## src/rtl/uart_xcvr.sv

```systemverilog
// rtl/uart_xcvr.sv - parametrised full-duplex UART transceiver with RX FIFO
// Optional feature macro: UART_PARITY_EN (adds a parity bit on RX and TX).
// Ports: clk/rst (async active-high); uart_rx/uart_tx serial pins (idle high);
//        tx_data/tx_valid/tx_ready byte input handshake;
//        rx_data/rx_valid/rx_ready RX FIFO head handshake;
//        rx_frame_err/rx_overrun/rx_parity_err one-cycle error pulses.
module uart_xcvr #(
    parameter int BAUDRATE_CNT  = 8,
    parameter int DATA_BITS     = 8,
    parameter int STOP_BITS     = 1,
    parameter int RX_FIFO_DEPTH = 4,
    parameter int PARITY_ODD    = 0
) (
    input  logic                 clk,
    input  logic                 rst,
    input  logic                 uart_rx,
    output logic                 uart_tx,
    input  logic [DATA_BITS-1:0] tx_data,
    input  logic                 tx_valid,
    output logic                 tx_ready,
    output logic [DATA_BITS-1:0] rx_data,
    output logic                 rx_valid,
    input  logic                 rx_ready,
    output logic                 rx_frame_err,
    output logic                 rx_overrun,
    output logic                 rx_parity_err
);
`ifdef UART_PARITY_EN
    localparam int P = 1;
`else
    localparam int P = 0;
`endif
    localparam int HALF      = BAUDRATE_CNT / 2;
    localparam int STOP_CLKS = STOP_BITS * BAUDRATE_CNT;
    localparam int CW        = $clog2(STOP_CLKS + 1);
    localparam int BW        = $clog2(DATA_BITS);
    localparam int AW        = $clog2(RX_FIFO_DEPTH);
    localparam logic PODD    = 1'(PARITY_ODD);

    // S_BRK is the tail of STOP after a low stop sample: wait for the line to go high.
    typedef enum logic [2:0] {S_IDLE, S_START, S_DATA, S_PARITY, S_STOP, S_BRK} state_t;

    // ---------------- RX ----------------
    logic                 rx_meta_q, rxs_q;
    state_t               rx_state_q, rx_state_d;
    logic [CW-1:0]        rx_cnt_q, rx_cnt_d;
    logic [BW-1:0]        rx_bit_q, rx_bit_d;
    logic [DATA_BITS-1:0] rx_shift_q, rx_shift_d;
    logic                 rx_par_q, rx_par_d;
    logic                 rx_frame_err_q, rx_frame_err_d;
    logic                 rx_par_err_q, rx_par_err_d;
    logic                 rx_overrun_q, rx_overrun_d;
    logic                 rx_push, par_bad;

    logic [DATA_BITS-1:0] fifo_mem_q [RX_FIFO_DEPTH];
    logic [AW:0]          wptr_q, wptr_d, rptr_q, rptr_d;
    logic                 fifo_full, pop, push_ok;

    always_comb begin
        rx_state_d = rx_state_q;
        rx_cnt_d   = rx_cnt_q;
        rx_bit_d   = rx_bit_q;
        rx_shift_d = rx_shift_q;
        rx_par_d   = rx_par_q;
        case (rx_state_q)
            S_IDLE: if (!rxs_q) begin
                rx_state_d = S_START;
                rx_cnt_d   = CW'(HALF - 1);
            end
            S_START: begin
                if (rx_cnt_q == '0) begin
                    rx_state_d = rxs_q ? S_IDLE : S_DATA;
                    rx_cnt_d   = CW'(BAUDRATE_CNT - 1);
                    rx_bit_d   = '0;
                    rx_par_d   = 1'b0;
                end else rx_cnt_d = rx_cnt_q - CW'(1);
            end
            S_DATA: begin
                if (rx_cnt_q == '0) begin
                    rx_shift_d = {rxs_q, rx_shift_q[DATA_BITS-1:1]};
                    rx_par_d   = rx_par_q ^ rxs_q;
                    rx_cnt_d   = CW'(BAUDRATE_CNT - 1);
                    if (rx_bit_q == BW'(DATA_BITS - 1)) rx_state_d = (P == 1) ? S_PARITY : S_STOP;
                    else rx_bit_d = rx_bit_q + BW'(1);
                end else rx_cnt_d = rx_cnt_q - CW'(1);
            end
            S_PARITY: begin
                if (rx_cnt_q == '0) begin
                    rx_par_d   = rx_par_q ^ rxs_q;
                    rx_cnt_d   = CW'(BAUDRATE_CNT - 1);
                    rx_state_d = S_STOP;
                end else rx_cnt_d = rx_cnt_q - CW'(1);
            end
            S_STOP: begin
                if (rx_cnt_q == '0) rx_state_d = rxs_q ? S_IDLE : S_BRK;
                else rx_cnt_d = rx_cnt_q - CW'(1);
            end
            S_BRK: if (rxs_q) rx_state_d = S_IDLE;
            default: rx_state_d = S_IDLE;
        endcase
    end

    // rx_par_q holds XOR of data and parity bits; it must equal the parity sense.
    assign par_bad = (P == 1) && (rx_par_q != PODD);

    always_comb begin
        rx_push        = 1'b0;
        rx_frame_err_d = 1'b0;
        rx_par_err_d   = 1'b0;
        if (rx_state_q == S_STOP && rx_cnt_q == '0) begin
            if (!rxs_q)      rx_frame_err_d = 1'b1;
            else if (par_bad) rx_par_err_d  = 1'b1;
            else             rx_push        = 1'b1;
        end
    end

    assign rx_valid  = (wptr_q != rptr_q);
    assign rx_data   = fifo_mem_q[rptr_q[AW-1:0]];
    assign fifo_full = (wptr_q[AW] != rptr_q[AW]) && (wptr_q[AW-1:0] == rptr_q[AW-1:0]);
    assign pop       = rx_valid && rx_ready;
    // A pop in the same cycle frees the slot the push writes into.
    assign push_ok      = rx_push && (!fifo_full || pop);
    assign rx_overrun_d = rx_push && fifo_full && !pop;

    always_comb begin
        wptr_d = wptr_q;
        rptr_d = rptr_q;
        if (push_ok) wptr_d = wptr_q + (AW+1)'(1);
        if (pop)     rptr_d = rptr_q + (AW+1)'(1);
    end

    always_ff @(posedge clk or posedge rst) begin
        if (rst) begin
            rx_meta_q      <= 1'b1;
            rxs_q          <= 1'b1;
            rx_state_q     <= S_IDLE;
            rx_cnt_q       <= '0;
            rx_bit_q       <= '0;
            rx_shift_q     <= '0;
            rx_par_q       <= 1'b0;
            rx_frame_err_q <= 1'b0;
            rx_par_err_q   <= 1'b0;
            rx_overrun_q   <= 1'b0;
            wptr_q         <= '0;
            rptr_q         <= '0;
            for (int i = 0; i < RX_FIFO_DEPTH; i++) fifo_mem_q[i] <= '0;
        end else begin
            rx_meta_q      <= uart_rx;
            rxs_q          <= rx_meta_q;
            rx_state_q     <= rx_state_d;
            rx_cnt_q       <= rx_cnt_d;
            rx_bit_q       <= rx_bit_d;
            rx_shift_q     <= rx_shift_d;
            rx_par_q       <= rx_par_d;
            rx_frame_err_q <= rx_frame_err_d;
            rx_par_err_q   <= rx_par_err_d;
            rx_overrun_q   <= rx_overrun_d;
            wptr_q         <= wptr_d;
            rptr_q         <= rptr_d;
            if (push_ok) fifo_mem_q[wptr_q[AW-1:0]] <= rx_shift_q;
        end
    end

    assign rx_frame_err  = rx_frame_err_q;
    assign rx_overrun    = rx_overrun_q;
    assign rx_parity_err = rx_par_err_q;

    // ---------------- TX ----------------
    state_t               tx_state_q, tx_state_d;
    logic [CW-1:0]        tx_cnt_q, tx_cnt_d;
    logic [BW-1:0]        tx_bit_q, tx_bit_d;
    logic [DATA_BITS-1:0] tx_shift_q, tx_shift_d;
    logic                 tx_par_q, tx_par_d;
    logic                 uart_tx_q, uart_tx_d;
    logic                 tx_ready_q, tx_ready_d;

    always_comb begin
        tx_state_d = tx_state_q;
        tx_cnt_d   = tx_cnt_q;
        tx_bit_d   = tx_bit_q;
        tx_shift_d = tx_shift_q;
        tx_par_d   = tx_par_q;
        case (tx_state_q)
            S_IDLE: if (tx_valid && tx_ready_q) begin
                tx_shift_d = tx_data;
                tx_par_d   = (^tx_data) ^ PODD;
                tx_cnt_d   = CW'(BAUDRATE_CNT - 1);
                tx_state_d = S_START;
            end
            S_START: begin
                if (tx_cnt_q == '0) begin
                    tx_state_d = S_DATA;
                    tx_cnt_d   = CW'(BAUDRATE_CNT - 1);
                    tx_bit_d   = '0;
                end else tx_cnt_d = tx_cnt_q - CW'(1);
            end
            S_DATA: begin
                if (tx_cnt_q == '0) begin
                    if (tx_bit_q == BW'(DATA_BITS - 1)) begin
                        tx_state_d = (P == 1) ? S_PARITY : S_STOP;
                        tx_cnt_d   = (P == 1) ? CW'(BAUDRATE_CNT - 1) : CW'(STOP_CLKS - 1);
                    end else begin
                        tx_bit_d   = tx_bit_q + BW'(1);
                        tx_shift_d = tx_shift_q >> 1;
                        tx_cnt_d   = CW'(BAUDRATE_CNT - 1);
                    end
                end else tx_cnt_d = tx_cnt_q - CW'(1);
            end
            S_PARITY: begin
                if (tx_cnt_q == '0) begin
                    tx_state_d = S_STOP;
                    tx_cnt_d   = CW'(STOP_CLKS - 1);
                end else tx_cnt_d = tx_cnt_q - CW'(1);
            end
            S_STOP: begin
                if (tx_cnt_q == '0) tx_state_d = S_IDLE;
                else tx_cnt_d = tx_cnt_q - CW'(1);
            end
            default: tx_state_d = S_IDLE;
        endcase
    end

    // Outputs are registered from the next state so the pin is glitch-free
    // and the start bit appears the cycle after acceptance.
    always_comb begin
        case (tx_state_d)
            S_START:  uart_tx_d = 1'b0;
            S_DATA:   uart_tx_d = tx_shift_d[0];
            S_PARITY: uart_tx_d = tx_par_d;
            default:  uart_tx_d = 1'b1;
        endcase
        tx_ready_d = (tx_state_d == S_IDLE);
    end

    always_ff @(posedge clk or posedge rst) begin
        if (rst) begin
            tx_state_q <= S_IDLE;
            tx_cnt_q   <= '0;
            tx_bit_q   <= '0;
            tx_shift_q <= '0;
            tx_par_q   <= 1'b0;
            uart_tx_q  <= 1'b1;
            tx_ready_q <= 1'b1;
        end else begin
            tx_state_q <= tx_state_d;
            tx_cnt_q   <= tx_cnt_d;
            tx_bit_q   <= tx_bit_d;
            tx_shift_q <= tx_shift_d;
            tx_par_q   <= tx_par_d;
            uart_tx_q  <= uart_tx_d;
            tx_ready_q <= tx_ready_d;
        end
    end

    assign uart_tx  = uart_tx_q;
    assign tx_ready = tx_ready_q;
endmodule

```

## config.mk

```make
export PLATFORM = sky130hd
export DESIGN_NAME = uart_xcvr
export DESIGN_NICKNAME = d
export VERILOG_FILES = /design/src/rtl/uart_xcvr.sv
export SDC_FILE = /design/constraint.sdc
export NUM_CORES = 1
export LEC_CHECK = 0
export BUFFER_PORTS_ARGS = -buffer_cell sky130_fd_sc_hd__buf_4
export CAP_MARGIN = 20
export CORE_MARGIN = 2
export CORE_UTILIZATION = 46
export DETAILED_ROUTE_END_ITERATION = 7
export PLACE_DENSITY = 0.65
export SLEW_MARGIN = 10
export SYNTH_ARGS = -nofsm -noshare
export SYNTH_HDL_FRONTEND = slang
export SYNTH_SLANG_ARGS = --single-unit
```

## constraint.sdc

```tcl
create_clock -name clk -period 2.8 [get_ports clk]
set_input_delay 0.56 -clock clk [delete_from_list [all_inputs] [get_ports clk]]
set_output_delay 0.56 -clock clk [all_outputs]
set_load 0.05 [all_outputs]
```

==> flow_summary.json <==
{
  "run_status": "finished, final reports clean",
  "p_clk_frac": 0.249,
  "clock-sinks": 81,
  "drcViolationCount": 0,
  "ys.flop_type": "dfrtp_1",
  "path_class": "flip-flop to primary output",
  "leakage_nw": 2.08,
  "io_buffers": 25,
  "drive_above_1_share": 0.307,
  "clock_latency_ns": 0.36,
  "fin_skew_ns": 0.00807,
  "min_period_over_period": 0.907,
  "clk_path_buf_depth": 2,
  "start_util": 0.472,
  "synth_edf_count": 0,
  "clock-root-buffer": "clkbuf_8",
  "grt.total_usage": 0.177,
  "grt_overflow": 0,
  "die_area_um2": 9190,
  "drt_pass1_iterations": 8,
  "vdd_drop_max_v": 0.000488,
  "grt_max_degree": 61,
  "syn_to_final_growth_pct": 13.9,
  "rows": 33,
  "cap_violations": 0,
  "crit_fanout": 7,
  "via_per_inst": 5.49,
  "diodes": 0,
  "drtIter0Drc": 110,
  "finalPower_mw": 3.63,
  "dp_hpwl_um": 4910,
  "relSlewSlack": 0.650,
  "placed_cells": 444,
  "power.density_nw_per_um2": 821,
  "synth_area_leaders": "dfrtp_1, mux2_2, mux4_2, ha_1, xnor2_1",
  "tightest_slew_ns": 0.525,
  "timing.hold.ws_ns": 0.176,
  "drtAntennaViolNets": 0,
  "syn_nets": 346,
  "p_sw_frac": 0.356,
  "wl_per_cell_um": 15.7,
  "ctsResizeCount": 0,
  "grt_first_pass_wirelength_um": 12300,
  "postCtsSetupBuffers": 0,
  "yosys_warnings": 0,
  "num-nets-final": 374,
  "required_ns": 2.24,
  "yosysSeqAreaShare": 0.524,
  "synth_top_cell_by_area": "dfrtp_1",
  "antenna_found_initial": 0,
  "num_vias": 2525,
  "p_seq_frac": 0.457,
  "period_minus_slack_ns": 2.54,
  "instances_no_fill": 460,
  "setup-tns-final_ns": 0,
  "yosys-top-cells-count": "dfrtp_1, mux2_2, inv_1, nand2_1, o21ai_0",
  "synth_top_area_share": 0.497,
  "syn_area_um2": 3880,
  "cts_tree": "built",
  "die_height_um": 95.8,
  "holdCritPathClass": "input port to asynchronous set/reset pin",
  "timing.fmax_mhz": 394,
  "critPathArrivalTime_ns": 1.98,
  "crit_path_end_kind": "primary output",
  "p_int_mw": 2.34,
  "finalSetupViolations": 0,
  "ys_ff_latch": 81,
  "path_clk_slew_ns": 0.09,
  "htree_levels": 3,
  "core_um2": 8220,
  "grt_setup_unrepaired": "false",
  "comb_power_share": 0.293,
  "syn_inst": 322,
  "synth_async_sr_flop_share": 1.00,
  "synth_cell_type_count": 48,
  "hold_buffers": 0,
  "synthMostInstantiatedCell": "dfrtp_1",
  "synth_area_per_cell_um2": 12.0,
  "die-width_um": 95.8,
  "io-pin-count": 27,
  "cts_buffers": 9,
  "finalMaxSlewViolations": 0,
  "wl_um": 7240,
  "gp_congestion": 0.805,
  "grt_pass1_vias": 2563,
  "cp-start-kind": "flip-flop",
  "switching_power_mw": 1.29,
  "hold_violations": 0
}
metal layers:
layer / vias up / track usage / wire length [µm]
met4: 0 / 0.0536 / 102
met5: - / 0 / 0
met1: 1271 / 0.237 / 3440
met2: 30 / 0.284 / 3490
li1: 1215 / - / -
met3: 9 / 0.0478 / 210
area by class of cell:
type	count	area [µm²]
Clock buffer	10	138
Multi-Input combinational cell	205	1700
Tap cell	105	131
Timing Repair Buffer	34	268
Sequential cell	81	2030
Inverter	19	72.6
Fill cell	704	3800
Clock inverter	6	75.1
layout by cell type, fill, tap and decap left out, types with 7 or more instances in the layout:
master and n:
nor2_1 13, clkbuf_8 10, inv_1 18, buf_4 33
ha_1 11, mux4_2 8, dfrtp_1 77, nor3_1 7
xnor2_1 15, mux2_2 42, o21ai_0 16, nand2_1 18
a21oi_1 8
logic make-up (layout without fill, tap and decap cells):
kind of cell               Yosys count  in the layout  share of synthesized area
DFF                                 81             81                      0.524
and+or+nand+nor                     69             69                     0.0926
AOI/OAI and AO/OA                   55             55                     0.0980
muxes                               50             50                      0.168
buffers and inverters               36             69                     0.0374
xor gates and xnor gates            17             17                     0.0384
adders and majority gates           13             13                     0.0406
other                                1              1                   0.000967
path summary, 6_finish.rpt:
path                       slack, ns  cells past startpoint                         to               startpoint
setup / recovery                0.26                      3                 rx_data[5]    rptr_q[0]$_DFFE_PP0P_
min in group clk                0.30                      1        rx_meta_q$_DFF_PP1_                  uart_rx
max in group asynchronous       1.94                      3            rxs_q$_DFF_PP1_                      rst
hold / removal                  0.18                      2  tx_shift_q[2]$_DFFE_PP0P_                      rst
hold reg to reg                 0.36                      0            rxs_q$_DFF_PP1_      rx_meta_q$_DFF_PP1_
setup reg to reg                0.27                      7          uart_tx$_DFF_PP1_  tx_bit_q[0]$_DFFE_PP0P_
state kept, by name (all words and copies together), names as in the netlist, 3 cells and up:
register    cells
rx_state_q      3
rx_bit_q        3
rx_cnt_q        4
rx_shift_q      8
wptr_q          3
rptr_q          3
tx_cnt_q        4
tx_shift_q      8
tx_state_q      3
fifo_mem_q     32
tx_bit_q        3
critical path, stage by stage (launching register included):
cell and delay, ns:
dfrtp_1 0.61, buf_4 0.26, mux4_2 0.54, buf_4 0.21
through the flow:
step                setup WS [ns]  instance area, µm²   util
floorplan                   0.167                3880      -
global route               0.0198                4420  0.538
finish                      0.261                4420  0.538
CTS                         0.208                4420  0.538
detailed placement          0.272                4210  0.512
global placement            0.280                4210  0.512
power groups by stage:
stage / sequential [mW] / combinational (mW) / clock (mW)
after floorplan: 1.57 / 0.880 / 0
after global placement: 1.68 / 1.04 / 0
after detailed placement: 1.68 / 1.07 / 0
after CTS: 1.66 / 1.08 / 0.937
after global routing: 1.70 / 1.20 / 0.991
final: 1.66 / 1.06 / 0.904
No activity file was read; power rests on OpenSTA's default activity.
